### src/rtl/io_select_if.sv
// Bus-side bundle for the I/O select decoder: qualified request in,
// one-hot chip-select and wait request out.
interface io_select_if #(
  parameter int ADDR_W = 8,
  parameter int SEL_W  = 4
);
  logic [ADDR_W-1:0]     addr_in;
  logic                  req;
  logic                  enable;
  logic [2**SEL_W-1:0]   decoder_out;
  logic                  wait_out;
  logic                  hit;
  logic                  busy;

  modport master (
    output addr_in, req, enable,
    input  decoder_out, wait_out, hit, busy
  );

  modport slave (
    input  addr_in, req, enable,
    output decoder_out, wait_out, hit, busy
  );
endinterface

### src/rtl/io_select_decoder.sv
// Registered I/O port decoder: base match, one-hot select held for the
// whole request, programmable wait-states and post-access recovery.
module io_select_decoder #(
  parameter int ADDR_W = 8,
  parameter int SEL_W  = 4,
  parameter logic [ADDR_W-SEL_W-1:0] BASE = 'h2,
  parameter int WAIT_CYCLES     = 2,
  parameter int RECOVERY_CYCLES = 1
) (
  input  logic        clk,
  input  logic        reset,
  io_select_if.slave  bus
);

  localparam int OUT_W = 2**SEL_W;
  localparam logic [3:0] W_LOAD =
    4'((WAIT_CYCLES > 0) ? WAIT_CYCLES - 1 : 0);
  localparam logic [3:0] R_LOAD =
    4'((RECOVERY_CYCLES > 0) ? RECOVERY_CYCLES - 1 : 0);

  typedef enum logic [2:0] {
    IDLE,
    WAIT,
    ACTIVE,
    MISS,
    RECOVER
  } state_t;

  localparam state_t END_ST =
    (RECOVERY_CYCLES > 0) ? RECOVER : IDLE;

  state_t             state, state_d;
  logic [3:0]         cnt, cnt_d;
  logic [SEL_W-1:0]   sel, sel_d;
  logic               armed, armed_d;
  logic [OUT_W-1:0]   dec_d;
  logic               wait_d;
  logic               hit_d;
  logic               busy_d;
  logic               match;

  assign match = (bus.addr_in[ADDR_W-1:SEL_W] == BASE);

  // armed: req has been seen low since the last access was taken,
  // so a level held across an access never retriggers a decode
  always_comb begin
    state_d = state;
    cnt_d   = cnt;
    sel_d   = sel;
    armed_d = armed | ~bus.req;
    unique case (state)
      IDLE: begin
        if (bus.req && armed) begin
          armed_d = 1'b0;
          if (bus.enable && match) begin
            sel_d = bus.addr_in[SEL_W-1:0];
            if (WAIT_CYCLES > 0) begin
              state_d = WAIT;
              cnt_d   = W_LOAD;
            end else begin
              state_d = ACTIVE;
            end
          end else begin
            state_d = MISS;
          end
        end
      end
      WAIT, ACTIVE: begin
        if (!bus.req) begin
          state_d = END_ST;
          cnt_d   = R_LOAD;
        end else if (!bus.enable) begin
          state_d = MISS;
        end else if (state == WAIT) begin
          if (cnt == '0) state_d = ACTIVE;
          else           cnt_d   = cnt - 4'd1;
        end
      end
      MISS: begin
        if (!bus.req) begin
          state_d = END_ST;
          cnt_d   = R_LOAD;
        end
      end
      RECOVER: begin
        if (cnt == '0) state_d = IDLE;
        else           cnt_d   = cnt - 4'd1;
      end
      default: state_d = IDLE;
    endcase

    hit_d  = (state_d == WAIT) || (state_d == ACTIVE);
    wait_d = (state_d == WAIT);
    busy_d = (state_d != IDLE);
    dec_d  = hit_d ? (OUT_W'(1) << sel_d) : '0;
  end

  always_ff @(posedge clk) begin
    if (reset) begin
      state           <= IDLE;
      cnt             <= '0;
      sel             <= '0;
      armed           <= 1'b1;
      bus.decoder_out <= '0;
      bus.wait_out    <= 1'b0;
      bus.hit         <= 1'b0;
      bus.busy        <= 1'b0;
    end else begin
      state           <= state_d;
      cnt             <= cnt_d;
      sel             <= sel_d;
      armed           <= armed_d;
      bus.decoder_out <= dec_d;
      bus.wait_out    <= wait_d;
      bus.hit         <= hit_d;
      bus.busy        <= busy_d;
    end
  end

endmodule

### src/flat_wrapper.sv
// flat-port wrapper written by rule: the top's interface ports become plain ports
module io_select_decoder_flat 
#(
  parameter int ADDR_W = 8,
  parameter int SEL_W  = 4,
  parameter logic [ADDR_W-SEL_W-1:0] BASE = 'h2,
  parameter int WAIT_CYCLES     = 2,
  parameter int RECOVERY_CYCLES = 1
)
  (clk, reset, bus_addr_in, bus_req, bus_enable, bus_decoder_out, bus_wait_out, bus_hit, bus_busy);
  io_select_if #(.ADDR_W(ADDR_W), .SEL_W(SEL_W)) bus_i ();
  input  logic clk;
  input  logic reset;
  input wire logic [$bits(bus_i.addr_in)-1:0] bus_addr_in;
  input wire logic [$bits(bus_i.req)-1:0] bus_req;
  input wire logic [$bits(bus_i.enable)-1:0] bus_enable;
  output wire logic [$bits(bus_i.decoder_out)-1:0] bus_decoder_out;
  output wire logic [$bits(bus_i.wait_out)-1:0] bus_wait_out;
  output wire logic [$bits(bus_i.hit)-1:0] bus_hit;
  output wire logic [$bits(bus_i.busy)-1:0] bus_busy;
  assign bus_i.addr_in = bus_addr_in;
  assign bus_i.req = bus_req;
  assign bus_i.enable = bus_enable;
  assign bus_decoder_out = bus_i.decoder_out;
  assign bus_wait_out = bus_i.wait_out;
  assign bus_hit = bus_i.hit;
  assign bus_busy = bus_i.busy;
  io_select_decoder #(.ADDR_W(ADDR_W), .SEL_W(SEL_W), .BASE(BASE), .WAIT_CYCLES(WAIT_CYCLES), .RECOVERY_CYCLES(RECOVERY_CYCLES)) u_core (.clk(clk), .reset(reset), .bus(bus_i));
endmodule
### config.mk
export PLATFORM = sky130hd
export DESIGN_NAME = io_select_decoder_flat
export DESIGN_NICKNAME = d
export VERILOG_FILES = /design/src/rtl/io_select_if.sv /design/src/rtl/io_select_decoder.sv /design/src/flat_wrapper.sv
export SDC_FILE = /design/constraint.sdc
export NUM_CORES = 1
export LEC_CHECK = 0
export CAP_MARGIN = 20
export CORE_ASPECT_RATIO = 0.8
export CORE_MARGIN = 3
export CORE_UTILIZATION = 30
export DETAILED_ROUTE_END_ITERATION = 10
export GPL_ROUTABILITY_DRIVEN = 0
export PLACE_DENSITY = 0.61
export RECOVER_POWER = 50
export SYNTH_ARGS = -nofsm -noshare
export SYNTH_HDL_FRONTEND = slang
export SYNTH_SLANG_ARGS = --single-unit
export TNS_END_PERCENT = 10
### constraint.sdc
create_clock -name clk -period 2.55 [get_ports clk]
set_clock_uncertainty 0.2 [all_clocks]
set_input_delay 0.51 -clock clk [delete_from_list [all_inputs] [get_ports clk]]
set_output_delay 0.51 -clock clk [all_outputs]
set_load 0.02 [all_outputs]
==> metrics.yaml, run 1 <==
synth:
  synth_cell_types: 60
  yosys-top-cells-area: "dfxtp_1 (37%), mux2i_1 (4.2%), a211oi_1 (4.0%), a2111oi_1 (3.6%), nor2_1 (3.4%)"
  netlist.area_leader.share: 0.3699
  synth_ff_type: "dfxtp_1"
  yosysSeqAreaShare: 0.3699
  synth_enable_flop_cells: 0
  synth_top_area_cell: "dfxtp_1"
  synthArstFlopShare: 0
  ys_ff_latch: 31
  syn_area_sq_um: 1678
  synthesis.nets: 188
  synthCells: 175
  yosysWarnings: 0
  syn_area_per_cell_sq_um: 9.588
grt:
  grt_use_met2: 0.1623
  use_met3: 0.03047
  use_met1: 0.2213
  grt_util_all_layers: 0.1366
  antenna_found_initial: 0
  grt_overflow: 0
  grt-busiest-layer: "met1"
  grt_first_pass_wirelength_mm: 6.686
  grt_pass1_vias: 1317
  grt_max_degree: 18
clocking:
  postCtsSetupRepairBufs: 0
  cts.repair.resized: 0
  insertion_delay_ns: 0.29
  cts-root-buf: "clkbuf_8"
  cts_buffer_depth: 2
  htreeDepth: 2
  numCtsBuffers: 5
  clk_pin_slew_ns: 0.07
  hold_buffers: 0
  clock-sinks: 31
  tritoncts: "built"
setup_path:
  slowest_stage: "or3_1"
  cp-end-kind: "register"
  setup.worst_path.class: "reg -> reg"
  start_kind: "register"
  crit_chain: "or3_1 -> nor4_4 -> a31oi_2 -> a2111oi_1"
  r2r_setup_slack_ns: 0.20
  worst-endpoint-required_ns: 2.50
  crit_path_max_incr_delay_ns: 0.62
  cp_max_fo: 14
  worstPathArrival_ns: 2.31
layout:
  drive_gt1_frac: 0.1818
  finalNonFillerCells: 295
  final_nets: 232
  final_util: 0.4365
  final_common_cell: "dfxtp_1"
  final_cell_mix: "dfxtp_1 (31), dlygate4sd3_1 (20), buf_4 (16)"
  antennaDiodeCount: 0
  final_area_sq_um: 2273
  syn_to_final_growth_pct: 35.50
hold_path:
  worstHoldPathType: "reg -> reg"
routing:
  wl_per_cell_um: 13.87
  vias_per_cell: 5.071
  drt_pass1_iterations: 4
  drtAntennaViolNets: 0
  vias: 1496
  drt-initial-drc-count: 63
  drc: 0
  drt-total-wl_mm: 4.092
sta:
  worstMarginPinSlew_ns: 0.5345
  fin_setup_tns_ns: 0
  hold_viol: 0
  fmax_mhz: 424.9
  post-route-period-util: 0.9229
  period_needed_ns: 2.353
  maxSlewHeadroom: 0.6417
  rsz0062_at_grt: "false"
  maxSlewViolCount: 0
  setup_violations: 0
placed_design:
  placed_cell_area_sq_um: 2152
  io_buffers: 30
  place_inst: 286
  dp_hpwl_mm: 3.139
pwr:
  power_density_nw_per_um2: 573.3
  switchingPower_uw: 362.7
  p_total_uw: 1303
  p_leak_uw: 0.0009012
  intPower_uw: 940.6
  combPwrFrac: 0.216
  ir_drop_mv: 0.2349
  clock_power_share: 0.389
  sw_frac_of_total: 0.2783
  seqPwrFrac: 0.395
run:
  cap_violations: 0
floorplanning:
  core_area_sq_um: 5209
  die_h_um: 72.89
  die-width_um: 89.61
  die_area_sq_um: 6532
  initial_core_util: 0.3221
  rows: 23
  ios: 31
status:
  status: "finished, final reports clean"
cell type report:
type / instances / area [sq um]
fill: 520 / 2935
multi-input combinational: 125 / 967.2
sequential: 31 / 620.6
timing repair buffer: 48 / 444.2
tap: 75 / 93.84
clock buffer: 6 / 82.58
clock inverter: 2 / 35.03
inverter: 8 / 30.03
final timing paths:
kind	start	to	cells after the start
worst max register to register	u_core.state[2]	u_core.bus.decoder_out[7]	4
worst max-delay path	u_core.state[2]	u_core.bus.decoder_out[7]	4
worst min register to register	u_core.cnt[1]	u_core.cnt[1]	2
worst min-delay path	u_core.cnt[1]	u_core.cnt[1]	2
state kept, by name, indices dropped and copies added (netlist names):
signal and cells:
u_core.sel 4, u_core.armed 1, u_core.bus.hit 1, u_core.state 3, u_core.bus.decoder_out 16, u_core.bus.busy 1, u_core.cnt 4, u_core.bus.wait_out 1
cells in the mapped netlist, types with 2 or more instances:
master,instances
o211ai_1,5
buf_2,6
or3_1,2
nor2b_1,6
nor2_1,15
a21oi_1,3
nand2b_1,7
a2111oi_1,6
nor4_2,2
dfxtp_1,31
clkbuf_1,3
a222oi_1,3
nor3_1,2
nor4_4,2
nand2_1,12
a31oi_2,2
a311oi_1,2
nand3b_1,2
o21bai_1,2
and3b_1,2
a211oi_1,9
mux2i_1,7
inv_1,7
power by group through the flow:
stage          Combinational [uW]  Sequential, uW  Clock (uW)
6_report                      281             515         507
4_1_cts                       284             515         521
3_5_place_dp                  283             526           0
2_1_floorplan                 176             529           0
5_1_grt                       306             517         541
3_3_place_gp                  283             526           0
critical path: cells and delay by family (launching register included):
family	cells	cell delay, ns
AND/OR/NAND/NOR	2	0.98
AO/OA/AOI/OAI	2	0.59
flip-flops	1	0.45
layer usage:
| metal | routed length (um) | vias to the layer above |
|---|---|---|
| li1 | - | 757 |
| met1 | 2148 | 687 |
| met2 | 1590 | 44 |
| met5 | 0 | - |
| met3 | 266 | 8 |
| met4 | 87 | 0 |
kinds of logic (layout without fill, tap and decap cells):
kind of cell	count (synthesis)	count (layout)	share of synthesized area
simple gates	68	68	0.2722
flops	31	31	0.3699
compound gates	49	49	0.2550
mux	7	7	0.04176
fa+ha+maj	1	1	0.007456
buf+inv	19	64	0.05369
stage by stage:
stage               worst slack, ns  hold slack (ns)
floorplan                    0.4784           0.2470
finish                       0.1965           0.2882
global route               0.005411           0.3122
detailed placement         -0.07522           0.2808
global placement           -0.08580           0.2703
CTS                          0.1174           0.2905
No activity file was read; power rests on OpenSTA's default activity.
==> run 2: changes to the inputs <==
--- a/config.mk
+++ b/config.mk
@@ -8,10 +8,10 @@
 export CAP_MARGIN = 20
 export CORE_ASPECT_RATIO = 0.8
 export CORE_MARGIN = 3
-export CORE_UTILIZATION = 30
+export CORE_UTILIZATION = 51
 export DETAILED_ROUTE_END_ITERATION = 10
 export GPL_ROUTABILITY_DRIVEN = 0
-export PLACE_DENSITY = 0.61
+export PLACE_DENSITY = 0.88
 export RECOVER_POWER = 50
 export SYNTH_ARGS = -nofsm -noshare
 export SYNTH_HDL_FRONTEND = slang
==> run 2 against run 1 <==
  * Die area fell by 38%
  * Fmax is 0.10% lower
  * Worst setup slack got worse by 0.0024 ns
  * Register-to-register slack improved by 0.06 ns
  * First-iteration DRC count increased by 49%
==> metrics.yaml, run 2 (same netlist as run 1, synthesis figures left out) <==
sta:
  post-route-period-util: 0.9239  # +0.0009392
  fmax_mhz: 424.5  # -0.10%
  period_needed_ns: 2.356  # +0.002395 ns
  maxSlewViolCount: 0  # unchanged
  setup_violations: 0  # unchanged
  worstMarginPinSlew_ns: 0.5583  # +0.02374 ns
  maxSlewHeadroom: 0.6258  # -0.01591
  rsz0062_at_grt: "false"
  fin_setup_tns_ns: 0  # unchanged
  hold_viol: 0  # unchanged
floorplanning:
  initial_core_util: 0.5716  # +0.2495
  die_h_um: 57.30  # -21%
  die-width_um: 70.13  # -22%
  die_area_sq_um: 4018  # -38%
  rows: 17  # -26%
  core_area_sq_um: 2935  # -44%
  ios: 31  # unchanged
routing:
  vias_per_cell: 6.221  # +23%
  drt-initial-drc-count: 94  # +49%
  drc: 0  # unchanged
  vias: 1574  # +5.2%
  wl_per_cell_um: 17.18  # +24%
  drt_pass1_iterations: 4  # unchanged
  drt-total-wl_mm: 4.347  # +6.2%
  drtAntennaViolNets: 0  # unchanged
layout:
  drive_gt1_frac: 0.1674  # -0.01438
  largest_register_ffs: 16  # unchanged
  antennaDiodeCount: 0  # unchanged
  multi_input_area_sq_um: 967.2  # unchanged
  seq_area_sq_um: 620.6  # unchanged
  syn_to_final_growth_pct: 30.72
  final_cell_mix: "dfxtp_1 (31), dlygate4sd3_1 (20), nor2_1 (15)"
  final_nets: 227  # -2.2%
  nFillCells: 211  # -59%
  final_common_cell: "dfxtp_1"
  final_util: 0.7472  # +0.3108
  largestRegisters: "u_core.bus.decoder_out: 16 flops, u_core.cnt: 4 flops, u_core.sel: 4 flops"
  max_flop_register: "u_core.bus.decoder_out"
  finalNonFillerCells: 253  # -14%
pwr:
  ir_drop_mv: 0.4029  # +72%
  power_density_nw_per_um2: 588.1  # +2.6%
  p_leak_uw: 0.0008821  # -2.1%
  p_total_uw: 1290  # -1.0%
run:
  cap_violations: 0  # unchanged
clocking:
  tritoncts: "built"
  cts-root-buf: "clkbuf_8"
  clock-sinks: 31  # unchanged
  numCtsBuffers: 5  # unchanged
  cts_buffer_depth: 2  # unchanged
  clk_pin_slew_ns: 0.06  # about the same
  insertion_delay_ns: 0.29  # about the same
  hold_buffers: 0  # unchanged
  htreeDepth: 2  # unchanged
grt:
  grt_max_degree: 15  # -3
  grt_first_pass_wirelength_mm: 7.679  # +15%
  grt_overflow: 0  # unchanged
  grt_util_all_layers: 0.2406  # +0.1040
  antenna_found_initial: 0  # unchanged
  grt_pass1_vias: 1571  # +19%
setup_path:
  timing.rr.end: "u_core.bus.decoder_out[7]"
  cp_max_fo: 9  # -5
  worstPathArrival_ns: 2.33  # +0.02 ns
  cp-end-kind: "register"
  reg2reg_depth: 7  # +3
  setup.worst_path.class: "in -> reg"
  r2r_setup_slack_ns: 0.26  # +0.06 ns
  start_kind: "primary input"
  slowest_stage: "clkdlybuf4s50_1"
  crit_chain: "clkdlybuf4s50_1 -> and2b_1 -> o211a_1 -> nand4b_2 -> buf_4 -> a211oi_1"
  worst-endpoint-required_ns: 2.53  # +0.03 ns
  crit_path_max_incr_delay_ns: 0.51  # -0.11 ns
  r2r-start: "u_core.cnt[0]"
status:
  status: "finished, final reports clean"
hold_path:
  hp-start: "u_core.cnt[1]"
  min_to: "u_core.cnt[1]"
  min_path_cells: 2  # unchanged
  worstHoldPathType: "reg -> reg"
placed_design:
  io_buffers: 30  # unchanged
  dp_hpwl_mm: 3.218  # +2.5%
  place_inst: 244  # -15%
## run 2: worst max path at each step
stage / from / to / slack [ns] / cells past startpoint
after floorplan: bus_req / u_core.bus.decoder_out[13] / 0.48 / 6
after global placement: bus_enable / u_core.bus.decoder_out[9] / 0.02 / 6
after detailed placement: bus_enable / u_core.bus.decoder_out[3] / -0.07 / 6
after CTS: u_core.state[1] / u_core.bus.decoder_out[7] / 0.17 / 4
after global routing: u_core.state[2] / u_core.bus.decoder_out[7] / 0.04 / 4
final: bus_req / u_core.bus.decoder_out[3] / 0.19 / 6
## run 2: timing repair
item	4_1_cts	5_1_grt
setup buffers	0	1
endpoints found under the hold margin	0	0
gates resized for setup	0	1
endpoints found under the setup margin	0	2
## run 2: cell type report
cell class                 instances  share of cell area
multi-input combinational        125              0.4410
sequential                        31              0.2829
timing repair buffer              43              0.1871
clock buffer                       6             0.03765
tap                               38             0.02168
clock inverter                     2             0.01597
inverter                           8             0.01369
## run 2: per-stage QoR
| step | cell area [sq um] | setup slack [ns] | hold slack (ns) |
|---|---|---|---|
| after floorplan | 1678 | 0.4784 | 0.2470 |
| after global placement | 2068 | 0.02008 | 0.2635 |
| after detailed placement | 2068 | -0.06636 | 0.2724 |
| after CTS | 2186 | 0.1726 | 0.2859 |
| after global routing | 2193 | 0.04380 | 0.3041 |
| final | 2193 | 0.1941 | 0.2798 |
## run 2: worst max-delay path: cells and delay by family
| family | cells | cell delay (ns) |
|---|---|---|
| buf+inv | 2 | 0.77 |
| simple gates | 2 | 0.61 |
| compound gates | 2 | 0.44 |
## run 2: layer usage
| metal | up-vias | part of all wire | GRT usage |
|---|---|---|---|
| met3 | 12 | 0.065 | 0.05458 |
| met4 | 0 | 0.018 | 0.09836 |
| li1 | 753 | - | - |
| met2 | 56 | 0.47 | 0.3795 |
| met5 | - | 0 | 0 |
| met1 | 753 | 0.45 | 0.3204 |
## run 2: power breakdown
part | switching [uW] | internal, uW
registers | 20.6 | 500
logic | 151 | 114
clock network | 188 | 316
